**config.mk**
```make
export PLATFORM = sky130hd
export DESIGN_NAME = rf_wb_arbiter
export DESIGN_NICKNAME = d
export VERILOG_FILES = /design/src/rtl/rf_wb_arbiter.sv
export SDC_FILE = /design/constraint.sdc
export NUM_CORES = 1
export LEC_CHECK = 0
export BUFFER_PORTS_ARGS = -buffer_cell sky130_fd_sc_hd__buf_2
export CAP_MARGIN = 20
export CORE_ASPECT_RATIO = 1.25
export CORE_MARGIN = 4
export CORE_UTILIZATION = 35
export CTS_CLUSTER_DIAMETER = 40
export DETAILED_ROUTE_END_ITERATION = 12
export GPL_TIMING_DRIVEN = 0
export HOLD_SLACK_MARGIN = 0.15
export PLACE_DENSITY = 0.76
export REMOVE_ABC_BUFFERS = 1
export SYNTH_ARGS = -nofsm -noshare
export SYNTH_HDL_FRONTEND = slang
export SYNTH_SLANG_ARGS = --single-unit
export TNS_END_PERCENT = 5
```
**constraint.sdc**
```tcl
create_clock -name clk -period 4.6 [get_ports clk]
set_input_delay 0.23 -clock clk [delete_from_list [all_inputs] [get_ports clk]]
set_output_delay 0.23 -clock clk [all_outputs]
set_load 0.005 [all_outputs]
```
**src/rtl/rf_wb_arbiter.sv**
```systemverilog
// Register-file write-port arbiter (ALU vs load) with in-flight scoreboard.
// Optional statistics counters: define RF_WB_ARB_STATS_EN.
module rf_wb_arbiter #(
  parameter int MAX_WAIT = 3
) (
  input  logic        clk,
  input  logic        rst_n,
  input  logic        issue_valid,
  input  logic [4:0]  issue_rd,
  input  logic [4:0]  rs1_addr,
  input  logic [4:0]  rs2_addr,
  output logic        hazard_stall,
  input  logic        req0_valid,
  input  logic [4:0]  req0_rd,
  input  logic [31:0] req0_data,
  output logic        req0_ready,
  input  logic        req1_valid,
  input  logic [4:0]  req1_rd,
  input  logic [31:0] req1_data,
  output logic        req1_ready,
  output logic        rf_we,
  output logic [4:0]  rf_addr_rd,
  output logic [31:0] rf_data_rd,
  output logic [31:0] busy_vec,
  output logic        sb_err,
  output logic [15:0] stat_stall_cnt,
  output logic [15:0] stat_conflict_cnt
);

  logic [3:0]  wait_cnt;
  logic        r0_nz;
  logic        r1_nz;
  logic        r0_win;
  logic        acc0;
  logic        acc1;
  logic        wr_en;
  logic [4:0]  wr_rd;
  logic [31:0] wr_data;
  logic [31:0] set_vec;
  logic [31:0] clr_vec;
  logic [31:0] busy_next;
  logic        err_set;

  assign r0_nz  = req0_valid && (req0_rd != 5'd0);
  assign r1_nz  = req1_valid && (req1_rd != 5'd0);
  assign r0_win = (wait_cnt == 4'(MAX_WAIT));

  // x0 requests bypass arbitration entirely
  assign req0_ready = rst_n && req0_valid &&
                      ((req0_rd == 5'd0) || !r1_nz || r0_win);
  assign req1_ready = rst_n && req1_valid &&
                      ((req1_rd == 5'd0) || !r0_nz || !r0_win);

  assign acc0 = req0_ready && r0_nz;
  assign acc1 = req1_ready && r1_nz;

  always_comb begin
    wr_en   = 1'b0;
    wr_rd   = 5'd0;
    wr_data = 32'd0;
    unique case (1'b1)
      acc1: begin
        wr_en   = 1'b1;
        wr_rd   = req1_rd;
        wr_data = req1_data;
      end
      acc0: begin
        wr_en   = 1'b1;
        wr_rd   = req0_rd;
        wr_data = req0_data;
      end
      default: ;
    endcase
  end

  always_comb begin
    set_vec = 32'd0;
    clr_vec = 32'd0;
    if (issue_valid && (issue_rd != 5'd0))
      set_vec = 32'd1 << issue_rd;
    if (rf_we)
      clr_vec = 32'd1 << rf_addr_rd;
    busy_next = ((busy_vec & ~clr_vec) | set_vec) & ~32'd1;
  end

  // re-issue is legal only when the same edge retires the old write
  assign err_set = issue_valid && (issue_rd != 5'd0) &&
                   busy_vec[issue_rd] && !clr_vec[issue_rd];

  assign hazard_stall = rst_n &&
                        (busy_vec[rs1_addr] || busy_vec[rs2_addr]);

  always_ff @(posedge clk) begin
    if (!rst_n) begin
      rf_we      <= 1'b0;
      rf_addr_rd <= 5'd0;
      rf_data_rd <= 32'd0;
      busy_vec   <= 32'd0;
      sb_err     <= 1'b0;
      wait_cnt   <= 4'd0;
    end else begin
      rf_we      <= wr_en;
      rf_addr_rd <= wr_rd;
      rf_data_rd <= wr_data;
      busy_vec   <= busy_next;
      if (err_set)
        sb_err <= 1'b1;
      if (acc0)
        wait_cnt <= 4'd0;
      else if (r0_nz)
        wait_cnt <= wait_cnt + 4'd1;
    end
  end

`ifdef RF_WB_ARB_STATS_EN
  logic [15:0] stall_q;
  logic [15:0] conf_q;

  always_ff @(posedge clk) begin
    if (!rst_n) begin
      stall_q <= 16'd0;
      conf_q  <= 16'd0;
    end else begin
      if (hazard_stall && (stall_q != 16'hFFFF))
        stall_q <= stall_q + 16'd1;
      if (r0_nz && r1_nz && (conf_q != 16'hFFFF))
        conf_q <= conf_q + 16'd1;
    end
  end

  assign stat_stall_cnt    = stall_q;
  assign stat_conflict_cnt = conf_q;
`else
  assign stat_stall_cnt    = 16'd0;
  assign stat_conflict_cnt = 16'd0;
`endif

endmodule

```
After elaboration in Yosys (flattened, before gate mapping)
Cells that the tools add are included.

Bits in registers: 75. Input bits: 94. Output and inout bits: 106. Word-level logic and storage cells: 59.

Add/sub/neg operators: 1. Order comparisons: 3. Equal/unequal tests: 1. Shifts and indexed selects: 2. Multiplexer cells: 13. Bitwise logic cells: 4. Reductions and logical operators: 28.

Operator list (count): two-way mux 32 bit (2); case mux 32 bit (2 select lines) (1); left shift 1 x 5 -> 32 bit (first input constant) (2); bitwise AND 32 bit (1); inverter 32 bit (1); OR 32 bit (1); binary-select mux 1 bit (select 5 bit) (4); less-than comparator 5 x 6 -> 1 bit (second input constant) (3); nonzero test 5 bit (3); logical AND 1 bit (12); zero test 5 bit (2); case mux 5 bit (2 select lines) (1); logical OR 1 bit (5); two-way mux 1 bit (5); adder 4 x 1 -> 4 bit (second input constant) (1); equality test 4 x 2 -> 1 bit (second input constant) (1); zero test 1 bit (4); OR reduction 2 bit (2); inverter 1 bit (1).

Depth between registers and ports, before layout
Gate-level depths: netlist of run 1.

Word-level depth: 9. Depth in mapped cells: 7. Gate-level depth less buffers: 6.

Worst setup path after synthesis of run 1
No wires, ideal clock.

Kind: register -> register. Start point: reg wait_cnt[0]. End point: reg rf_data_rd[10]. Library setup time: 0.117 ns. Arrival: 1.847 ns. Required time: 4.483 ns. Path slack: 2.636 ns. Cell stages (with the launch flop): 8. Buffers on the path: 2. Period minus slack after synthesis: 1.964 ns. Cells stage by stage: dfxtp_1 -> ha_1 -> or3b_1 -> o311a_4 -> and2b_1 -> buf_6 -> buf_12 -> a22o_1.

Cells in the longest elaborated chain, start to end: 6. Elaborated cells between the ends (all ways): 9. Those cells by class: 1 x eq/ne; 1 x mux; 7 x reduce/logical.

Ends and longest elaborated chain: from (decl) (RTL line 30) `logic [3:0] wait_cnt;`; from (signal assigned) (RTL line 111) `wait_cnt <= wait_cnt + 4'd1;`; equality test 4 x 2 -> 1 bit (RTL line 46) `assign r0_win = (wait_cnt == 4'(MAX_WAIT));`; zero test 1 bit (RTL line 52) `((req1_rd == 5'd0) || !r0_nz || !r0_win);`; logical OR 1 bit (RTL line 52); logical AND 1 bit (RTL line 51) `assign req1_ready = rst_n && req1_valid &&`; named net req1_ready (RTL line 20) `output logic req1_ready,`; logical AND 1 bit (RTL line 55) `assign acc1 = req1_ready && r1_nz;`; case mux 32 bit (2 select lines) (RTL line 61) `unique case (1'b1)`; to (signal assigned) (RTL line 104) `rf_data_rd <= wr_data;`; to (decl) (RTL line 23) `output logic [31:0] rf_data_rd,`.

The timed path passes the listed nets, and every way through them passes these cells. A chain may end at the register's enable or synchronous reset.

Worst setup path after layout of run 1
Start point: reg wait_cnt[0]. End point: reg rf_data_rd[0].

Cells in the longest elaborated chain, start to end: 6. Elaborated cells between the ends (all ways): 9. Those cells by class: 1 x eq/ne; 1 x mux; 7 x reduce/logical.

Ends and longest elaborated chain (RTL line): equality test 4 x 2 -> 1 bit * (46); zero test 1 bit (52); logical OR 1 bit (52); logical AND 1 bit (51); logical AND 1 bit (55); case mux 32 bit (2 select lines) * (61).

Mark *: on every way between the ends. The rest lies on a longest branch, timed or not.

==> qor.yml, run 1 <==
ir_drop_mv: 0.287
grt.busiest_layer: "met2"
die_w_um: 105
path_buf_inv: 2
synthTopCellsByCount: "74 x dfxtp_1, 36 x nand2_1, 33 x buf_4"
synthArstFlopShare_pct: 0
cts.htree.levels: 3
dr.pass1.iters: 5
final_nets: 716
worst_path_max_delay_cell: "dlygate4sd3_1"
drtAntennaViolNets: 0
ys_top_cells_by_area: "dfxtp_1 36%, mux4_2 10%, a22o_1 6.9%, buf_4 6.1%, a21boi_0 4.2%"
fp-row-count: 43
io_buffers: 166
grt_overflow: 0
synth_cell_type_count: 58
synth-edff-count: 0
clk_latency_ps: 330
coreArea_um2: 11200
finalCritPeriodShare_pct: 59.8
cap_violations: 0
end_kind: "register"
critPathMaxStageDelay_ps: 580
met1_usage_pct: 25.3
hold_class: "in -> reg"
use_met3_pct: 5.62
relSlewSlack_pct: 48.4
cts_resized: 0
yosysMostFrequentCell: "dfxtp_1"
crit_chain: "ha_1 -> or3b_1 -> o311a_4 -> and2b_1 -> buf_16 -> a22o_1 -> dlygate4sd3_1"
drt_iter0_markers: 185
netlist.area_leader.share_pct: 36.3
p_per_area_nw_per_um2: 309
ios: 200
syn_area_um2: 4080
status: "finished, final reports clean"
r2r.worst_path.cells: 7
setup_viol: 0
cts_tree: "done"
crit_family: "buffers and inverters"
die_h_um: 129
critPathKind: "reg -> reg"
track_usage_pct: 20.9
hold_viol: 0
worst_pin_slew_ps: 768
num_vias: 4145
wl_per_cell_um: 19.1
reg2reg_slack_ps: 1850
worst_setup_path_start_kind: "register"
dieArea_um2: 13500
internal-power_uw: 1350
leakagePower_uw: 0.00263
use_met2_pct: 35.2
combPwrFrac_pct: 15.0
viasPerCell: 5.45
cts_sinks: 74
n_antenna_cell: 0
reg2reg_from: "wait_cnt[0]"
drv_slew: 0
cp_max_fo: 29
grt_max_degree: 46
setup_tns_ps: 0
holdPathStages: 2
cts-buffers-inserted: 9
p_sw_uw: 421
dp.final_hpwl_um: 10100
rsz0062_at_grt: "no"
drc: 0
ys.flop_type: "dfxtp_1"
synth_seq_cells: 74
synth_cells: 410
switching_share_pct: 23.7
worstSetupStartpoint: "wait_cnt[0]"
max_freq_mhz: 364
grt_first_pass_wirelength_um: 22300
start_util_pct: 36.3
hp-start: "req0_data[12]"
holdWs_ps: 177
avgSynthCellArea_um2: 9.95
arrival_ps: 2960
required_ps: 4810
crit_cells: 7
ys_seq_area_share_pct: 36.3
syn2layout_area_growth_pct: 40.7
cts-hold-fix-buffers: 61
fin_skew_ps: 8.45
seqPwrFrac_pct: 38.9
post_cts_buffers: 0
gp_congestion: 0.884
clockBufferDepth: 2
power_frac_clock_pct: 46.2
ys_warn_count: 0
antenna_found_initial: 0
yosysTopAreaCell: "dfxtp_1"
root_buffer: "clkbuf_16"
drive_gt1_share_pct: 33.9
wl_um: 14600
grt_pass1_vias: 4170
path_clk_slew_ps: 60
final.min_clock_period_ps: 2750
kinds of logic after synthesis:
logic type | synth area share (%)
and+or+nand+nor | 15.2
muxes | 13.4
other | 0.0919
buffers and inverters | 11.3
DFF | 36.3
AOI/OAI and AO/OA | 21.7
xor gates and xnor gates | 1.72
adders and majority gates | 0.307
state kept, by name, summed over array words and instances, names as in the netlist:
| signal | flops |
|---|---|
| busy_vec | 31 |
| rf_addr_rd | 5 |
| rf_data_rd | 32 |
| rf_we | 1 |
| sb_err | 1 |
| wait_cnt | 4 |
per-layer routing:
layer | vias up | share of wire (%)
met5 | - | 0
met4 | 0 | 2.9
met3 | 33 | 9.4
met2 | 256 | 49
met1 | 1990 | 39
li1 | 1866 | -
per-stage QoR:
stage,total power [uW],worst slack (ps),util (%),area [um2],std cells
6_report,1780,1850,51.1,5740,761
3_3_place_gp,906,2200,42.2,4740,682
3_5_place_dp,911,2140,42.2,4740,682
2_1_floorplan,789,2500,-,3740,381
5_1_grt,1840,1790,51.1,5740,761
4_1_cts,1770,1680,50.8,5710,759
worst paths after layout:
check                   endpoint
hold / removal    rf_data_rd[12]
hold reg to reg           sb_err
setup / recovery   rf_data_rd[0]
setup reg to reg   rf_data_rd[0]
cell usage in the layout, fill, tap and decap left out, drive strengths merged, types with 3 or more instances in the layout:
master / instances
nand4: 3
a21boi: 31
nand2: 36
mux2i: 4
nor2: 11
or2: 3
nand2b: 11
o21ai: 33
nand3: 10
and2: 4
clkbuf: 10
a22o: 32
dfxtp: 74
buf: 167
conb: 33
nor2b: 16
mux2: 7
a22oi: 6
bufinv: 3
dlygate4sd3: 62
mux4: 19
a21oi: 4
xor2: 6
area by class of cell:
class,count,area (um2)
Clock buffer,10,239
Clock inverter,6,113
Timing Repair Buffer,229,1480
Inverter,1,3.75
Fill cell,954,5500
Tap cell,135,169
Sequential cell,74,1480
Multi-Input combinational cell,306,2260
power by group through the flow:
stage | Combinational [uW] | Clock (uW) | Sequential, uW
floorplan | 89.8 | 0 | 699
global placement | 204 | 0 | 701
detailed placement | 208 | 0 | 703
CTS | 251 | 831 | 689
global route | 287 | 858 | 692
finish | 266 | 820 | 690
No activity file was read; power rests on OpenSTA's default activity.
==> run 2, diff against run 1 <==
- clock period: 4.6 -> 2.8 ns (I/O delays scaled with it)
==> run 2 against run 1 <==
First-iteration DRC count up 16%. Clock-buffer cell count unchanged. Critical endpoint is now rf_addr_rd[0]. Utilization up 1.1 points. Global-route usage up 1.6 points. Power up 65%. Via count up 2.8%. Sequential share of layout area down 0.53 points. Largest cell class unchanged. Hold slack better by 11 ps. Final cell count up 1.6%. Setup slack worse by 1600 ps.
==> qor.yml, run 2 (synthesis gave the netlist of run 1 again) <==
drc: 0
wl_um: 15500
dr.pass1.iters: 5
dp.final_hpwl_um: 10100
drt-met1-wl_um: 5900
dieArea_um2: 13500
relSlewSlack_pct: 48.7
finalNonFillerCells: 773
fin_skew_ps: 8.91
holdWs_ps: 188
dp.cells: 682
io_buffers: 166
wl_per_cell_um: 20.1
track_usage_pct: 22.4
end_kind: "register"
antenna_found_initial: 0
ios: 200
fp-row-count: 43
clk_latency_ps: 330
reg2reg_to: "rf_addr_rd[1]"
required_ps: 3060
hold_class: "in -> reg"
met3WireLength_um: 1920
largest_register: "rf_data_rd"
cp_max_fo: 6
num_vias: 4260
status: "finished, final reports clean"
coreArea_um2: 11200
p_per_area_nw_per_um2: 501
cts_tree: "done"
leakagePower_uw: 0.00262
critPathKind: "in -> reg"
start_util_pct: 36.3
grt_overflow: 0
mostFrequentLayoutCells: "166 x buf_2, 74 x dfxtp_1, 74 x dlygate4sd3_1, 36 x nand2_1, 33 x conb_1"
arrival_ps: 2820
fill_cells: 935
cts_sinks: 74
grt_max_degree: 46
reg2reg_slack_ps: 430
finalCritPeriodShare_pct: 91.3
grt_pass1_vias: 4382
grt_first_pass_wirelength_um: 23900
rsz0062_at_grt: "no"
n_antenna_cell: 0
path_clk_slew_ps: 60
drt_iter0_markers: 214
final_nets: 728
drive_gt1_share_pct: 33.2
root_buffer: "clkbuf_16"
die_h_um: 129
routed.top_layer: "met4"
setup_tns_ps: 0
largest_register_ffs: 32
max_freq_mhz: 391
cts-buffers-inserted: 9
setup_viol: 0
met2_length_um: 7320
holdPathStages: 4
r2r.worst_path.cells: 6
final.min_clock_period_ps: 2560
syn2layout_area_growth_pct: 43.7
cts_resized: 0
ir_drop_mv: 0.476
reg2reg_from: "wait_cnt[0]"
drv_slew: 0
reg.largest.list: "rf_data_rd x32, busy_vec x31, rf_addr_rd x5"
worst_pin_slew_ps: 763
gp_congestion: 0.884
min_delay_worst_endpoint: "wait_cnt[1]"
clockBufferDepth: 2
die_w_um: 105
viasPerCell: 5.51
final_common_cell: "buf_2"
drtAntennaViolNets: 0
hp-start: "req0_rd[3]"
cts.htree.levels: 3
worst_setup_path_start_kind: "input pin"
hold_viol: 0
post-route-util_pct: 52.2
cap_violations: 0
[run 2: final cells by class]
cell class              count  area [um2]  area share (%)
multi-input cells         306        2260            38.5
clock inverters             6         113            1.92
flip-flops and latches     74        1480            25.3
clock buffers              10         239            4.08
repair buffers            241        1600            27.3
inverters                   1        3.75          0.0640
well taps                 135         169            2.88
[run 2: critical path, stage by stage]
cell	delay [ps]
dlygate4sd3_1	550
buf_2	140
or4_1	580
o211ai_1	280
o21a_1	270
a22oi_1	120
dlygate4sd3_1	590
nor2b_1	150
[run 2: how the worst max path moves through the flow]
| stage | cells after the start | endpoint | from |
|---|---|---|---|
| floorplan | 5 | rf_we | wait_cnt[0] |
| global placement | 6 | rf_data_rd[12] | req1_rd[2] |
| detailed placement | 5 | rf_we | wait_cnt[0] |
| CTS | 7 | rf_data_rd[12] | req1_rd[2] |
| global route | 8 | rf_addr_rd[1] | req1_rd[2] |
| finish | 8 | rf_addr_rd[0] | req1_rd[2] |
[run 2: what timing repair did]
action,4_1_cts,5_1_grt
endpoints found under the hold margin,38,0
buffers inserted,0,0
hold buffers,74,0
[run 2: power breakdown]
group          leakage (uW)  internal (uW)  total (uW)  switching, uW
logic               0.00184            238         454            216
clock network      0.000173            898        1350            450
registers          0.000605           1100        1130           36.7
total               0.00262           2230        2940            703
[run 2: through the flow]
step | instance area, um2 | setup WS [ps] | total power, uW
after floorplan | 3740 | 701 | 1300
after global routing | 5860 | 193 | 3030
after global placement | 4740 | 490 | 1490
after CTS | 5840 | 225 | 2920
final | 5860 | 243 | 2940
after detailed placement | 4740 | 426 | 1500
[run 2: routing by layer]
layer | vias up | track usage [%]
met3 | 32 | 7.18
met1 | 2019 | 27.9
met4 | 0 | 8.49
li1 | 1889 | -
met2 | 320 | 36.7
met5 | - | 0
